<file path="config.mk">
export PLATFORM = sky130hd
export DESIGN_NAME = reg_pw_shadow_flat
export DESIGN_NICKNAME = d
export VERILOG_FILES = /design/src/rtl/reg_pw_shadow_if.sv /design/src/rtl/reg_pw_shadow.sv /design/src/flat_wrapper.sv
export SDC_FILE = /design/constraint.sdc
export NUM_CORES = 2
export LEC_CHECK = 0
export BUFFER_PORTS_ARGS = -buffer_cell sky130_fd_sc_hd__buf_2
export CAP_MARGIN = 0
export CELL_PAD_IN_SITES_DETAIL_PLACEMENT = 1
export CELL_PAD_IN_SITES_GLOBAL_PLACEMENT = 2
export CORE_ASPECT_RATIO = 1.75
export CORE_MARGIN = 2
export CORE_UTILIZATION = 25
export CTS_BUF_LIST = sky130_fd_sc_hd__clkbuf_4
export DETAILED_ROUTE_END_ITERATION = 16
export PLACE_DENSITY = 0.59
export SLEW_MARGIN = 20
export SYNTH_ARGS = -nofsm -noshare
export SYNTH_HDL_FRONTEND = slang
export SYNTH_SLANG_ARGS = --single-unit
</file>
<file path="constraint.sdc">
create_clock -name cwusb_clk -period 2.7 [get_ports cwusb_clk]
set_input_delay 0.27 -clock cwusb_clk [delete_from_list [all_inputs] [get_ports cwusb_clk]]
set_output_delay 0.27 -clock cwusb_clk [all_outputs]
set_load 0.02 [all_outputs]
</file>
<file path="src/rtl/reg_pw_shadow_if.sv">
// Register-bus bundle for the PW-USB frontend register block on cwusb_clk.
// The host side drives address/data/strobes; the block returns read_data and selected.
interface reg_pw_shadow_if #(
    parameter int pBYTECNT_SIZE = 7
);
    logic [7:0]               reg_address;
    logic [pBYTECNT_SIZE-1:0] reg_bytecnt;
    logic [7:0]               write_data;
    logic                     reg_read;
    logic                     reg_write;
    logic                     reg_addrvalid;
    logic [7:0]               read_data;
    logic                     selected;

    modport master (
        output reg_address, reg_bytecnt, write_data, reg_read, reg_write, reg_addrvalid,
        input  read_data, selected
    );

    modport slave (
        input  reg_address, reg_bytecnt, write_data, reg_read, reg_write, reg_addrvalid,
        output read_data, selected
    );
endinterface

</file>
<file path="src/rtl/reg_pw_shadow.sv">
// Double-buffered trigger/pattern register block with arm FSM and deferred atomic commit.
// Optional STAT comparators and saturating match counters are built when REG_PW_STAT_SLOTS_EN is defined.
module reg_pw_shadow #(
    parameter int pBYTECNT_SIZE       = 7,
    parameter int pPATTERN_BYTES      = 8,
    parameter int pNUM_TRIGGER_PULSES = 8,
    parameter int pTRIG_FIELD_WIDTH   = 24,
    parameter int pNUM_TRIGGER_WIDTH  = 4,
    parameter int pNUM_STAT_SLOTS     = 4,
    parameter int pSTAT_WIDTH         = 5,
    parameter int pMATCH_COUNT_WIDTH  = 16
) (
    input  logic                                            cwusb_clk,
    input  logic                                            reset_n,
    reg_pw_shadow_if.slave                                  bus,
    input  logic                                            I_capture_enable_pulse,
    input  logic                                            I_capture_done,
    input  logic                                            I_flushing,
    input  logic [pSTAT_WIDTH-1:0]                          I_fe_capture_stat,
    input  logic                                            I_stat_valid,
    output logic                                            O_arm,
    output logic [8*pPATTERN_BYTES-1:0]                     O_pattern,
    output logic [8*pPATTERN_BYTES-1:0]                     O_pattern_mask,
    output logic [7:0]                                      O_pattern_bytes,
    output logic [pTRIG_FIELD_WIDTH*pNUM_TRIGGER_PULSES-1:0] O_trigger_delay,
    output logic [pTRIG_FIELD_WIDTH*pNUM_TRIGGER_PULSES-1:0] O_trigger_width,
    output logic [pNUM_TRIGGER_WIDTH-1:0]                   O_num_triggers,
    output logic                                            O_trigger_enable,
    output logic                                            O_commit_pulse
);
    localparam int PAT_BITS  = 8 * pPATTERN_BYTES;
    localparam int TRIG_BITS = pTRIG_FIELD_WIDTH * pNUM_TRIGGER_PULSES;
    localparam int MAXW      = PAT_BITS + TRIG_BITS + pNUM_TRIGGER_WIDTH + pMATCH_COUNT_WIDTH;

    localparam logic [5:0] A_ARM        = 6'h00;
    localparam logic [5:0] A_CTRL       = 6'h01;
    localparam logic [5:0] A_STATUS     = 6'h02;
    localparam logic [5:0] A_PATTERN    = 6'h03;
    localparam logic [5:0] A_PMASK      = 6'h04;
    localparam logic [5:0] A_PBYTES     = 6'h05;
    localparam logic [5:0] A_TEN        = 6'h06;
    localparam logic [5:0] A_NTRIG      = 6'h07;
    localparam logic [5:0] A_TDELAY     = 6'h08;
    localparam logic [5:0] A_TWIDTH     = 6'h09;
    localparam logic [5:0] A_STAT_SEL   = 6'h0A;
    localparam logic [5:0] A_STAT_COUNT = 6'h0B;
    localparam logic [5:0] A_STAT_CFG   = 6'h0C;

    typedef enum logic [1:0] {
        S_IDLE  = 2'd0,
        S_ARMED = 2'd1,
        S_CAPT  = 2'd2
    } state_t;

    typedef struct packed {
        logic [PAT_BITS-1:0]           pattern;
        logic [PAT_BITS-1:0]           mask;
        logic [7:0]                    pattern_bytes;
        logic                          trig_en;
        logic [pNUM_TRIGGER_WIDTH-1:0] num_trig;
        logic [TRIG_BITS-1:0]          delay;
        logic [TRIG_BITS-1:0]          width;
    } cfg_t;

    localparam cfg_t CFG_RST = '{pattern: '0, mask: '0, pattern_bytes: '0, trig_en: 1'b0,
                                 num_trig: pNUM_TRIGGER_WIDTH'(1), delay: '0, width: '0};

    // Byte-addressed access into an n-bit field; bytes past the field are dropped / read as 0.
    function automatic logic [MAXW-1:0] put_byte(input logic [MAXW-1:0] v, input int n,
                                                 input int idx, input logic [7:0] d);
        logic [MAXW-1:0] r;
        r = v;
        for (int b = 0; b < MAXW; b++)
            if (b < n && (b >> 3) == idx) r[b] = d[b[2:0]];
        return r;
    endfunction

    function automatic logic [7:0] get_byte(input logic [MAXW-1:0] v, input int n, input int idx);
        logic [7:0] r;
        r = 8'h00;
        for (int b = 0; b < MAXW; b++)
            if (b < n && (b >> 3) == idx) r[b[2:0]] = v[b];
        return r;
    endfunction

    logic [pBYTECNT_SIZE-1:0] bytecnt;
    int                       byte_idx;
    logic [5:0]               off;
    logic [7:0]               wd;
    logic                     wr_en, rd_en, byte0_wr;
    logic                     commit_req, discard, entering_idle, do_copy;

    state_t     state_q, state_d;
    logic       arm_q, arm_d;
    logic       commit_pulse_q, commit_pulse_d;
    logic       commit_pending_q, commit_pending_d;
    logic [7:0] read_data_q, read_data_d;
    logic [7:0] rdat;
    cfg_t       sh_q, sh_d, act_q, act_d;

    assign bus.selected = bus.reg_addrvalid && (bus.reg_address[7:6] == 2'b10);
    assign bus.read_data = read_data_q;
    assign bytecnt  = bus.reg_bytecnt;
    assign byte_idx = int'(bytecnt);
    assign off      = bus.reg_address[5:0];
    assign wd       = bus.write_data;
    assign wr_en    = bus.selected && bus.reg_write;
    assign rd_en    = bus.selected && bus.reg_read;
    assign byte0_wr = wr_en && (byte_idx == 0);

    assign commit_req = byte0_wr && (off == A_CTRL) && wd[0] && !wd[1];
    assign discard    = byte0_wr && (off == A_CTRL) && wd[1];

    always_comb begin
        state_d = state_q;
        case (state_q)
            S_IDLE:  if (byte0_wr && off == A_ARM && wd[0]) state_d = S_ARMED;
            S_ARMED: if (I_capture_enable_pulse) state_d = S_CAPT;
            S_CAPT:  if (I_capture_done) state_d = S_IDLE;
            default: state_d = S_IDLE;
        endcase
        if (byte0_wr && off == A_ARM && !wd[0]) state_d = S_IDLE;
    end

    // A commit requested in the same cycle the FSM drops back to IDLE is applied immediately.
    assign entering_idle = (state_q != S_IDLE) && (state_d == S_IDLE);
    assign do_copy = !discard && ((commit_req && state_q == S_IDLE) ||
                                  ((commit_pending_q || commit_req) && entering_idle));

    always_comb begin
        commit_pending_d = commit_pending_q;
        if (discard || do_copy)
            commit_pending_d = 1'b0;
        else if (commit_req && state_q != S_IDLE)
            commit_pending_d = 1'b1;
        commit_pulse_d = do_copy;
        arm_d          = (state_q == S_ARMED) && !I_flushing;
    end

    always_comb begin
        sh_d  = sh_q;
        act_d = act_q;
        if (discard) begin
            sh_d = act_q;
        end else if (wr_en) begin
            case (off)
                A_PATTERN: sh_d.pattern  = PAT_BITS'(put_byte(MAXW'(sh_q.pattern), PAT_BITS, byte_idx, wd));
                A_PMASK:   sh_d.mask     = PAT_BITS'(put_byte(MAXW'(sh_q.mask), PAT_BITS, byte_idx, wd));
                A_PBYTES:  if (byte_idx == 0) sh_d.pattern_bytes = wd;
                A_TEN:     if (byte_idx == 0) sh_d.trig_en = wd[0];
                A_NTRIG:   sh_d.num_trig = pNUM_TRIGGER_WIDTH'(put_byte(MAXW'(sh_q.num_trig),
                                                                        pNUM_TRIGGER_WIDTH, byte_idx, wd));
                A_TDELAY:  sh_d.delay    = TRIG_BITS'(put_byte(MAXW'(sh_q.delay), TRIG_BITS, byte_idx, wd));
                A_TWIDTH:  sh_d.width    = TRIG_BITS'(put_byte(MAXW'(sh_q.width), TRIG_BITS, byte_idx, wd));
                default: ;
            endcase
        end
        if (do_copy) act_d = sh_q;
    end

`ifdef REG_PW_STAT_SLOTS_EN
    localparam int SELW = (pNUM_STAT_SLOTS > 1) ? $clog2(pNUM_STAT_SLOTS) : 1;

    logic [SELW-1:0]               stat_sel_q, stat_sel_d;
    logic [pSTAT_WIDTH-1:0]        slot_pat_q [pNUM_STAT_SLOTS];
    logic [pSTAT_WIDTH-1:0]        slot_pat_d [pNUM_STAT_SLOTS];
    logic [pSTAT_WIDTH-1:0]        slot_mask_q [pNUM_STAT_SLOTS];
    logic [pSTAT_WIDTH-1:0]        slot_mask_d [pNUM_STAT_SLOTS];
    logic [pMATCH_COUNT_WIDTH-1:0] cnt_q [pNUM_STAT_SLOTS];
    logic [pMATCH_COUNT_WIDTH-1:0] cnt_d [pNUM_STAT_SLOTS];
    logic [pNUM_STAT_SLOTS-1:0]    slot_match;
    logic                          arm_start;

    assign arm_start = (state_q == S_IDLE) && (state_d == S_ARMED);

    for (genvar gi = 0; gi < pNUM_STAT_SLOTS; gi++) begin : g_slot
        assign slot_match[gi] = I_stat_valid &&
            ((I_fe_capture_stat & slot_mask_q[gi]) == (slot_pat_q[gi] & slot_mask_q[gi]));
    end

    always_comb begin
        stat_sel_d = stat_sel_q;
        if (byte0_wr && off == A_STAT_SEL) stat_sel_d = wd[SELW-1:0];
        for (int k = 0; k < pNUM_STAT_SLOTS; k++) begin
            slot_pat_d[k]  = slot_pat_q[k];
            slot_mask_d[k] = slot_mask_q[k];
            if (wr_en && off == A_STAT_CFG && stat_sel_q == SELW'(k)) begin
                if (byte_idx == 0) slot_pat_d[k]  = wd[pSTAT_WIDTH-1:0];
                if (byte_idx == 1) slot_mask_d[k] = wd[pSTAT_WIDTH-1:0];
            end
            // Re-arming wins over a simultaneous match.
            if (arm_start)
                cnt_d[k] = '0;
            else if (slot_match[k] && cnt_q[k] != '1)
                cnt_d[k] = cnt_q[k] + pMATCH_COUNT_WIDTH'(1);
            else
                cnt_d[k] = cnt_q[k];
        end
    end

    always_ff @(posedge cwusb_clk or negedge reset_n) begin
        if (!reset_n) begin
            stat_sel_q <= '0;
            for (int k = 0; k < pNUM_STAT_SLOTS; k++) begin
                slot_pat_q[k]  <= '0;
                slot_mask_q[k] <= '1;
                cnt_q[k]       <= '0;
            end
        end else begin
            stat_sel_q <= stat_sel_d;
            for (int k = 0; k < pNUM_STAT_SLOTS; k++) begin
                slot_pat_q[k]  <= slot_pat_d[k];
                slot_mask_q[k] <= slot_mask_d[k];
                cnt_q[k]       <= cnt_d[k];
            end
        end
    end
`else
    localparam int unused_slot_cfg = pNUM_STAT_SLOTS;
    logic unused_stat_inputs;
    assign unused_stat_inputs = ^{I_fe_capture_stat, I_stat_valid};
`endif

    always_comb begin
        rdat = 8'h00;
        case (off)
            A_ARM:     if (byte_idx == 0) rdat[0] = (state_q != S_IDLE);
            A_STATUS:  if (byte_idx == 0) rdat = {5'b0, commit_pending_q, state_q};
            A_PATTERN: rdat = get_byte(MAXW'(sh_q.pattern), PAT_BITS, byte_idx);
            A_PMASK:   rdat = get_byte(MAXW'(sh_q.mask), PAT_BITS, byte_idx);
            A_PBYTES:  if (byte_idx == 0) rdat = sh_q.pattern_bytes;
            A_TEN:     if (byte_idx == 0) rdat[0] = sh_q.trig_en;
            A_NTRIG:   rdat = get_byte(MAXW'(sh_q.num_trig), pNUM_TRIGGER_WIDTH, byte_idx);
            A_TDELAY:  rdat = get_byte(MAXW'(sh_q.delay), TRIG_BITS, byte_idx);
            A_TWIDTH:  rdat = get_byte(MAXW'(sh_q.width), TRIG_BITS, byte_idx);
`ifdef REG_PW_STAT_SLOTS_EN
            A_STAT_SEL:   if (byte_idx == 0) rdat[SELW-1:0] = stat_sel_q;
            A_STAT_COUNT: rdat = get_byte(MAXW'(cnt_q[stat_sel_q]), pMATCH_COUNT_WIDTH, byte_idx);
            A_STAT_CFG: begin
                if (byte_idx == 0) rdat[pSTAT_WIDTH-1:0] = slot_pat_q[stat_sel_q];
                if (byte_idx == 1) rdat[pSTAT_WIDTH-1:0] = slot_mask_q[stat_sel_q];
            end
`endif
            default: ;
        endcase
        read_data_d = rd_en ? rdat : 8'h00;
    end

    always_ff @(posedge cwusb_clk or negedge reset_n) begin
        if (!reset_n) begin
            state_q          <= S_IDLE;
            arm_q            <= 1'b0;
            commit_pulse_q   <= 1'b0;
            commit_pending_q <= 1'b0;
            read_data_q      <= 8'h00;
            sh_q             <= CFG_RST;
            act_q            <= CFG_RST;
        end else begin
            state_q          <= state_d;
            arm_q            <= arm_d;
            commit_pulse_q   <= commit_pulse_d;
            commit_pending_q <= commit_pending_d;
            read_data_q      <= read_data_d;
            sh_q             <= sh_d;
            act_q            <= act_d;
        end
    end

    assign O_arm            = arm_q;
    assign O_commit_pulse   = commit_pulse_q;
    assign O_pattern        = act_q.pattern;
    assign O_pattern_mask   = act_q.mask;
    assign O_pattern_bytes  = act_q.pattern_bytes;
    assign O_trigger_enable = act_q.trig_en;
    assign O_num_triggers   = act_q.num_trig;
    assign O_trigger_delay  = act_q.delay;
    assign O_trigger_width  = act_q.width;
endmodule

</file>
<file path="src/flat_wrapper.sv">
// flat-port wrapper written by rule: the top's interface ports become plain ports
module reg_pw_shadow_flat 
#(
    parameter int pBYTECNT_SIZE       = 7,
    parameter int pPATTERN_BYTES      = 8,
    parameter int pNUM_TRIGGER_PULSES = 8,
    parameter int pTRIG_FIELD_WIDTH   = 24,
    parameter int pNUM_TRIGGER_WIDTH  = 4,
    parameter int pNUM_STAT_SLOTS     = 4,
    parameter int pSTAT_WIDTH         = 5,
    parameter int pMATCH_COUNT_WIDTH  = 16
)
  (cwusb_clk, reset_n, I_capture_enable_pulse, I_capture_done, I_flushing, I_fe_capture_stat, I_stat_valid, O_arm, O_pattern, O_pattern_mask, O_pattern_bytes, O_trigger_delay, O_trigger_width, O_num_triggers, O_trigger_enable, O_commit_pulse, bus_reg_address, bus_reg_bytecnt, bus_write_data, bus_reg_read, bus_reg_write, bus_reg_addrvalid, bus_read_data, bus_selected);
  reg_pw_shadow_if #(.pBYTECNT_SIZE(pBYTECNT_SIZE)) bus_i ();
  input  logic cwusb_clk;
  input  logic reset_n;
  input  logic I_capture_enable_pulse;
  input  logic I_capture_done;
  input  logic I_flushing;
  input  logic [pSTAT_WIDTH-1:0] I_fe_capture_stat;
  input  logic I_stat_valid;
  output logic O_arm;
  output logic [8*pPATTERN_BYTES-1:0] O_pattern;
  output logic [8*pPATTERN_BYTES-1:0] O_pattern_mask;
  output logic [7:0] O_pattern_bytes;
  output logic [pTRIG_FIELD_WIDTH*pNUM_TRIGGER_PULSES-1:0] O_trigger_delay;
  output logic [pTRIG_FIELD_WIDTH*pNUM_TRIGGER_PULSES-1:0] O_trigger_width;
  output logic [pNUM_TRIGGER_WIDTH-1:0] O_num_triggers;
  output logic O_trigger_enable;
  output logic O_commit_pulse;
  input wire logic [$bits(bus_i.reg_address)-1:0] bus_reg_address;
  input wire logic [$bits(bus_i.reg_bytecnt)-1:0] bus_reg_bytecnt;
  input wire logic [$bits(bus_i.write_data)-1:0] bus_write_data;
  input wire logic [$bits(bus_i.reg_read)-1:0] bus_reg_read;
  input wire logic [$bits(bus_i.reg_write)-1:0] bus_reg_write;
  input wire logic [$bits(bus_i.reg_addrvalid)-1:0] bus_reg_addrvalid;
  output wire logic [$bits(bus_i.read_data)-1:0] bus_read_data;
  output wire logic [$bits(bus_i.selected)-1:0] bus_selected;
  assign bus_i.reg_address = bus_reg_address;
  assign bus_i.reg_bytecnt = bus_reg_bytecnt;
  assign bus_i.write_data = bus_write_data;
  assign bus_i.reg_read = bus_reg_read;
  assign bus_i.reg_write = bus_reg_write;
  assign bus_i.reg_addrvalid = bus_reg_addrvalid;
  assign bus_read_data = bus_i.read_data;
  assign bus_selected = bus_i.selected;
  reg_pw_shadow #(.pBYTECNT_SIZE(pBYTECNT_SIZE), .pPATTERN_BYTES(pPATTERN_BYTES), .pNUM_TRIGGER_PULSES(pNUM_TRIGGER_PULSES), .pTRIG_FIELD_WIDTH(pTRIG_FIELD_WIDTH), .pNUM_TRIGGER_WIDTH(pNUM_TRIGGER_WIDTH), .pNUM_STAT_SLOTS(pNUM_STAT_SLOTS), .pSTAT_WIDTH(pSTAT_WIDTH), .pMATCH_COUNT_WIDTH(pMATCH_COUNT_WIDTH)) u_core (.cwusb_clk(cwusb_clk), .reset_n(reset_n), .bus(bus_i), .I_capture_enable_pulse(I_capture_enable_pulse), .I_capture_done(I_capture_done), .I_flushing(I_flushing), .I_fe_capture_stat(I_fe_capture_stat), .I_stat_valid(I_stat_valid), .O_arm(O_arm), .O_pattern(O_pattern), .O_pattern_mask(O_pattern_mask), .O_pattern_bytes(O_pattern_bytes), .O_trigger_delay(O_trigger_delay), .O_trigger_width(O_trigger_width), .O_num_triggers(O_num_triggers), .O_trigger_enable(O_trigger_enable), .O_commit_pulse(O_commit_pulse));
endmodule
</file>
After elaboration in Yosys (flattened, before gate mapping)

Cells that the tools add are included.

Reduce and logical (&&, ||, !) cells: 129
Muxes and demuxes: 732
Equal/unequal tests: 35

Operators with widths:

| kind                                          | number |
|---|---|
| two-way mux 525 bit                           | 2 |
| two-way mux 1 bit                             | 713 |
| two-way mux 192 bit                           | 2 |
| AND reduction 3 bit                           | 67 |
| two-way mux 64 bit                            | 2 |
| nonzero test 2 bit                            | 34 |
| == test 5 x 7 -> 1 bit, first input constant  | 8 |
| == test 6 x 7 -> 1 bit, first input constant  | 8 |
| one-hot mux 7 bit (7 select lines)            | 1 |
| zero test 32 bit                              | 1 |
| two-way mux 8 bit                             | 4 |
| == test 4 x 7 -> 1 bit, first input constant  | 4 |
| == test 6 x 3 -> 1 bit, second input constant | 4 |
| logical AND 1 bit                             | 17 |
| == test 3 x 7 -> 1 bit, first input constant  | 2 |
| == test 6 x 2 -> 1 bit, second input constant | 2 |
| == test 6 x 4 -> 1 bit, second input constant | 2 |
| one-hot mux 1 bit (9 select lines)            | 1 |
| two-way mux 2 bit                             | 4 |
| == test 2 x 7 -> 1 bit, first input constant  | 1 |
| == test 6 x 1 -> 1 bit, second input constant | 1 |
| zero test 6 bit                               | 1 |
| one-hot mux 2 bit (3 select lines)            | 1 |
| == test 2 bit, second input constant          | 2 |
| other kinds (6)                               | 12 |

Output and inout bits: 536
Bits in registers: 1063
Input bits: 37

Depth between registers and ports, before layout

Depth after elaboration: 27
Gate-level depth with buffers: 12
Mapped depth without buffers: 7

Worst setup path after synthesis

OpenSTA, ideal clock, no wires.

Path type: input to register
Start point: input bus_reg_bytecnt[6]
End point: register u_core.act_q, in the netlist u_core.O_trigger_width[130]
Stages: 11
Slack: 0.129 ns
Data required time: 2.572 ns
Buffers on the path: 4
Arrival time: 2.444 ns
Path through: clkbuf_1 -> nor3_4 -> nand2_1 -> nor2_4 -> nand3_2 -> and3_1 -> o2bb2ai_4 -> buf_6 -> buf_6 -> buf_4 -> mux2_1

Cells in the longest elaborated chain, start to end: 12

RTL lines:

| element                            | RTL line                                   | RTL |
|---|---|---|
| start, declared                    | flat_wrapper.sv:32                         | `input wire logic [$bits(bus_i.reg_bytecnt)-1:0] bus_reg_bytecnt;` |
| zero test 32 bit *                 | reg_pw_shadow.sv:109                       | `assign byte0_wr = wr_en && (byte_idx == 0);` |
| logical AND 1 bit *                | reg_pw_shadow.sv:109                       |  |
| logical AND 1 bit                  | reg_pw_shadow.sv:117, reg_pw_shadow.sv:122 |  |
| logical AND 1 bit                  | reg_pw_shadow.sv:117                       | `S_IDLE: if (byte0_wr && off == A_ARM && wd[0]) state_d = S_ARMED;` |
| two-way mux 2 bit                  | reg_pw_shadow.sv:117                       |  |
| one-hot mux 2 bit (3 select lines) | reg_pw_shadow.sv:116                       | `case (state_q)` |
| two-way mux 2 bit                  | reg_pw_shadow.sv:122                       | `if (byte0_wr && off == A_ARM && !wd[0]) state_d = S_IDLE;` |
| zero test 2 bit                    | reg_pw_shadow.sv:126                       | `assign entering_idle = (state_q != S_IDLE) && (state_d == S_IDLE);` |
| logical AND 1 bit                  | reg_pw_shadow.sv:126                       |  |
| logical AND 1 bit                  | reg_pw_shadow.sv:128                       | `((commit_pending_q \|\| commit_req) && entering_idle));` |
| logical OR 1 bit                   | reg_pw_shadow.sv:127                       | `assign do_copy = !discard && ((commit_req && state_q == S_IDLE) \|\|` |
| logical AND 1 bit *                | reg_pw_shadow.sv:127                       |  |
| end signal, assigned               | reg_pw_shadow.sv:265                       | `act_q <= act_d;` |
| end, declared                      | reg_pw_shadow.sv:99                        | `cfg_t sh_q, sh_d, act_q, act_d;` |

Mark *: on every way between the ends. The rest lies on a longest branch, timed or not.
A chain may end at the register's enable or synchronous reset.

Final worst setup path

Start point: input bus_reg_address[1]
End point: register u_core.read_data_q[1] (netlist: u_core.bus.read_data[1])

Cells in the longest elaborated chain, start to end: 3

RTL lines:

| element                                        | RTL line             | RTL |
|---|---|---|
| start, declared                                | flat_wrapper.sv:31   | `input wire logic [$bits(bus_i.reg_address)-1:0] bus_reg_address;` |
| == test 6 x 4 -> 1 bit (tied with other cells) | reg_pw_shadow.sv:226 | `case (off)` |
| one-hot mux 7 bit (7 select lines) *           | reg_pw_shadow.sv:226 |  |
| two-way mux 8 bit *                            | reg_pw_shadow.sv:246 | `read_data_d = rd_en ? rdat : 8'h00;` |
| named net u_core.read_data_d[1]                | reg_pw_shadow.sv:97  | `logic [7:0] read_data_q, read_data_d;` |
| end signal, assigned                           | reg_pw_shadow.sv:263 | `read_data_q <= read_data_d;` |
| end, declared                                  | reg_pw_shadow.sv:97  |  |

Mark *: on every way through the listed nets, which the timed path passes. The rest lies on a longest branch.

==> summary.md <==
| Metric | Value |
|---|---|
| Top-area cell type share of the netlist area | 55.49% |
| Post-Layout Cell Count | 8,288 |
| Final worst setup slack | -0.08921 ns |
| Post-synthesis sequential element count | 1,063 |
| Routed len/inst | around 31 um |
| Avg Cell Area, Syn | ~11 um^2 |
| Synth-to-layout area growth | 30.36% |
| Crit Path Max Fanout | 7 |
| Min-Delay Path Class | primary input to flop |
| Antenna Violating Nets Remaining | 0 |
| CTS root buf | clkbuf_4 |
| Chip Width | between 300 and 400 um |
| Fin nets | around 5,700 |
| Syn Nets | 4,532 |
| Floorplan row count | 212 |
| Max cap viols | 0 |
| Critical Path AT | 3.82 ns |
| Slew Limit Headroom | between 20 and 25% |
| Final Power | around 33,000 uW |
| Critical path class | primary input to flop |
| Most frequent cells in the layout | dfrtp_1 (1,061), a21oi_1 (871), buf_2 (561) |
| Leakage power | 0.03153 uW |
| Vias in the first global route | 45,440 |
| Pin count of the biggest net entering global routing | between 100 and 150 |
| Final Skew | approximately 0.069 ns |
| Fraction of registers with async set/reset | 100.0% |
| Via count | between 40,000 and 50,000 |
| Peak supply drop | 0.2101 mV |
| Fmax | ~360 MHz |
| Initial Util | 25.12% |
| Final hold slack | between 0.15 and 0.2 ns |
| Hold Vio Cnt, Final | 0 |
| WL final | 258,300 um |
| Internal power | 24,200 uW |
| Antenna violations before repair | 13 |
| Critical path capture point | u_core.bus.read_data[1]$_DFF_PN0_ |
| First-pass GRT wire length | between 300,000 and 400,000 um |
| Ys Warns | 0 |
| Worst Tran Pin Value | approximately 1.1 ns |
| CTS tree | built |
| Cts bufs inserted | 288 |
| Crit. End Element | flop |
| Mapped cell area | 47,850 um^2 |
| Starting DRT DRC Count | 2,908 |
| Layout cells sized above 1 | 32.78% |
| Pwr/cell area | 528.8 nW/um^2 |
| H-tree depth | 5 |
| Final setup fails | 2 |
| Synth top area cells | dfrtp_1 (55%), a21oi_1 (9.1%), mux2_1 (7.5%) |
| IO buf count | 566 |
| Count of final max-slew check failures | 0 |
| P_sw | 8784 uW |
| Worst-path clk slew | 0.07 ns |
| WP data required | 3.73 ns |
| GRT Util Overall | 26.03% |
| EDFF count, synth | 0 |
| RSZ-0062 raised after global routing | no |
| R2R Path Start | u_core.sh_q[377]$_DFFE_PN0P_ |
| Part of the power in registers | 48.3% |
| Element type at the critical path start | primary input |
| Routability-driven placement congestion ratio | 0.9081 |
| Sequential-to-total area share from yosys stat | between 50% and 60% |
| Vias per std cell | about 5.2 |
| # IOs | about 570 |
| Yosys top cell by area | dfrtp_1 |
| # placed instances | 7,755 |
| Crit path launch | bus_reg_address[1] |
| Clock share of power | 45.5% |
| Reg-to-Reg End | u_core.bus.read_data[1]$_DFF_PN0_ |
| Worst R2R Path Depth | 6 |
| Failing checks | setup timing |
| Number of remaining DRC errors | 0 |
| Switching Share | 26.63% |
| Reg2Reg Setup Slack | 0.01 ns |
| Fin crit period | between 2 and 3 ns |
| Clock Latency Late Sink | 1.16 ns |
| Clock Tree Buf Depth | 4 |
| Die height | around 580 um |
| Status | finished with violations |
| Hpwl dp | between 150,000 and 200,000 um |
| DRT Pass-1 Iters | 5 |
| Sink Count | 1,063 |
| Fin crit share | 103.3% |
| Overflow after GRT | 0 |
| Netlist cell types | a little over 80 |
| Core Box Area | 190,500 um^2 |
| Die area | 195,100 um^2 |
| Syn Inst Count | about 4,500 |
| Most used DFF post-synth | dfrtp_1 |
| Combinational share of power | 6.2% |
| Setup TNS | -0.09289 ns |
| Most common cell after layout, fill and taps aside | dfrtp_1 |
==> sequential cells by signal, summed over array words and instances, names as in the netlist <==
| signal | count |
|---|---|
| u_core.sh_q | 525 |
| u_core.state_q | 2 |
| u_core.O_trigger_delay | 192 |
| u_core.O_pattern_mask | 64 |
| u_core.O_arm | 1 |
| u_core.O_trigger_width | 192 |
| u_core.O_commit_pulse | 1 |
| u_core.O_pattern | 64 |
| u_core.O_pattern_bytes | 8 |
| u_core.commit_pending_q | 1 |
| u_core.O_trigger_enable | 1 |
| u_core.bus.read_data | 8 |
| u_core.O_num_triggers | 4 |
==> cell type report <==
class	count	area [um^2]
flip-flops and latches	1063	26600
clock inverters	50	366.6
repair buffers	1211	9459
diodes	9	22.52
inverters	52	195.2
clock buffers	419	3146
multi-input cells	3023	19510
well taps	2461	3079
fillers	21540	128100
==> metrics by stage <==
stage	util, %	setup slack [ns]	area, um^2
2_1_floorplan	-	0.1288	47850
3_3_place_gp	30.60	-1.364	58270
3_5_place_dp	30.60	-1.398	58270
4_1_cts	32.69	0.008054	62250
5_1_grt	32.75	0.01854	62370
6_report	32.75	-0.08921	62380
==> metal layers <==
metal / wire length (um) / part of all wire (%) / GRT usage, % / up-vias
met5: 76 / 0.029 / 0 / -
met4: 13350 / 5.2 / 11.89 / 12
met3: 13330 / 5.2 / 4.808 / 478
met2: 126900 / 49 / 44.74 / 1370
met1: 104700 / 41 / 31.46 / 22530
li1: - / - / - / 18550
==> synthesized netlist by cell type, types with 17 or more instances <==
cell type  number
dfrtp_1      1061
a21oi_1       871
nor2_1        451
mux2_1        317
o21ai_0       288
nand2_1       277
mux2_2        227
clkbuf_1      192
buf_2         100
mux2i_1        72
o22ai_1        61
inv_1          50
o211ai_1       48
nor3_1         42
buf_1          35
nand3_1        31
a22oi_1        25
nor2b_1        20
o21ai_1        20
o221ai_1       20
a221oi_1       19
buf_4          17
==> worst max-delay path, cell delays in order <==
cell and delay (ns):
dlygate4sd3_1 0.52, buf_2 0.19, nor2_1 0.20, buf_4 0.17
and3_1 0.32, o21ai_0 0.13, a221o_1 0.37, nor4_1 0.94
a2111oi_2 0.16, buf_4 0.20, a31oi_1 0.34
==> power by group through the flow <==
stage,sequential [uW],clock [uW],combinational [uW]
after floorplan,16200,0,606
final,15900,15000,2040
after detailed placement,16200,0,1990
after CTS,15900,15600,2050
after global placement,16200,0,1960
after global routing,15900,16300,2160
==> kinds of logic after synthesis <==
kind of cell | share of synthesized area, %
mux | 15.06
simple gates | 7.983
compound gates | 17.55
flops | 55.60
buf+inv | 3.807
==> worst min-delay path by stage <==
stage,from,end,slack [ns],cells after the start
after floorplan,reset_n,u_core.O_arm$_DFF_PN0_,-0.03,0
after global placement,reset_n,u_core.sh_q[446]$_DFFE_PN0P_,0.21,1
after detailed placement,reset_n,u_core.sh_q[446]$_DFFE_PN0P_,0.21,1
after CTS,bus_reg_bytecnt[2],u_core.bus.read_data[6]$_DFF_PN0_,0.01,7
after global routing,bus_write_data[7],u_core.sh_q[396]$_DFFE_PN0P_,0.07,4
final,bus_reg_bytecnt[2],u_core.bus.read_data[6]$_DFF_PN0_,0.16,7
==> timing repair <==
action / CTS / global route
pin swaps: 0 / 2
setup endpoints to repair: 2 / 22
gates resized for setup: 2 / 6
hold buffers: 44 / 0
hold endpoints to repair: 1461 / 0
buffers inserted: 0 / 10
No activity file was read; power rests on OpenSTA's default activity.
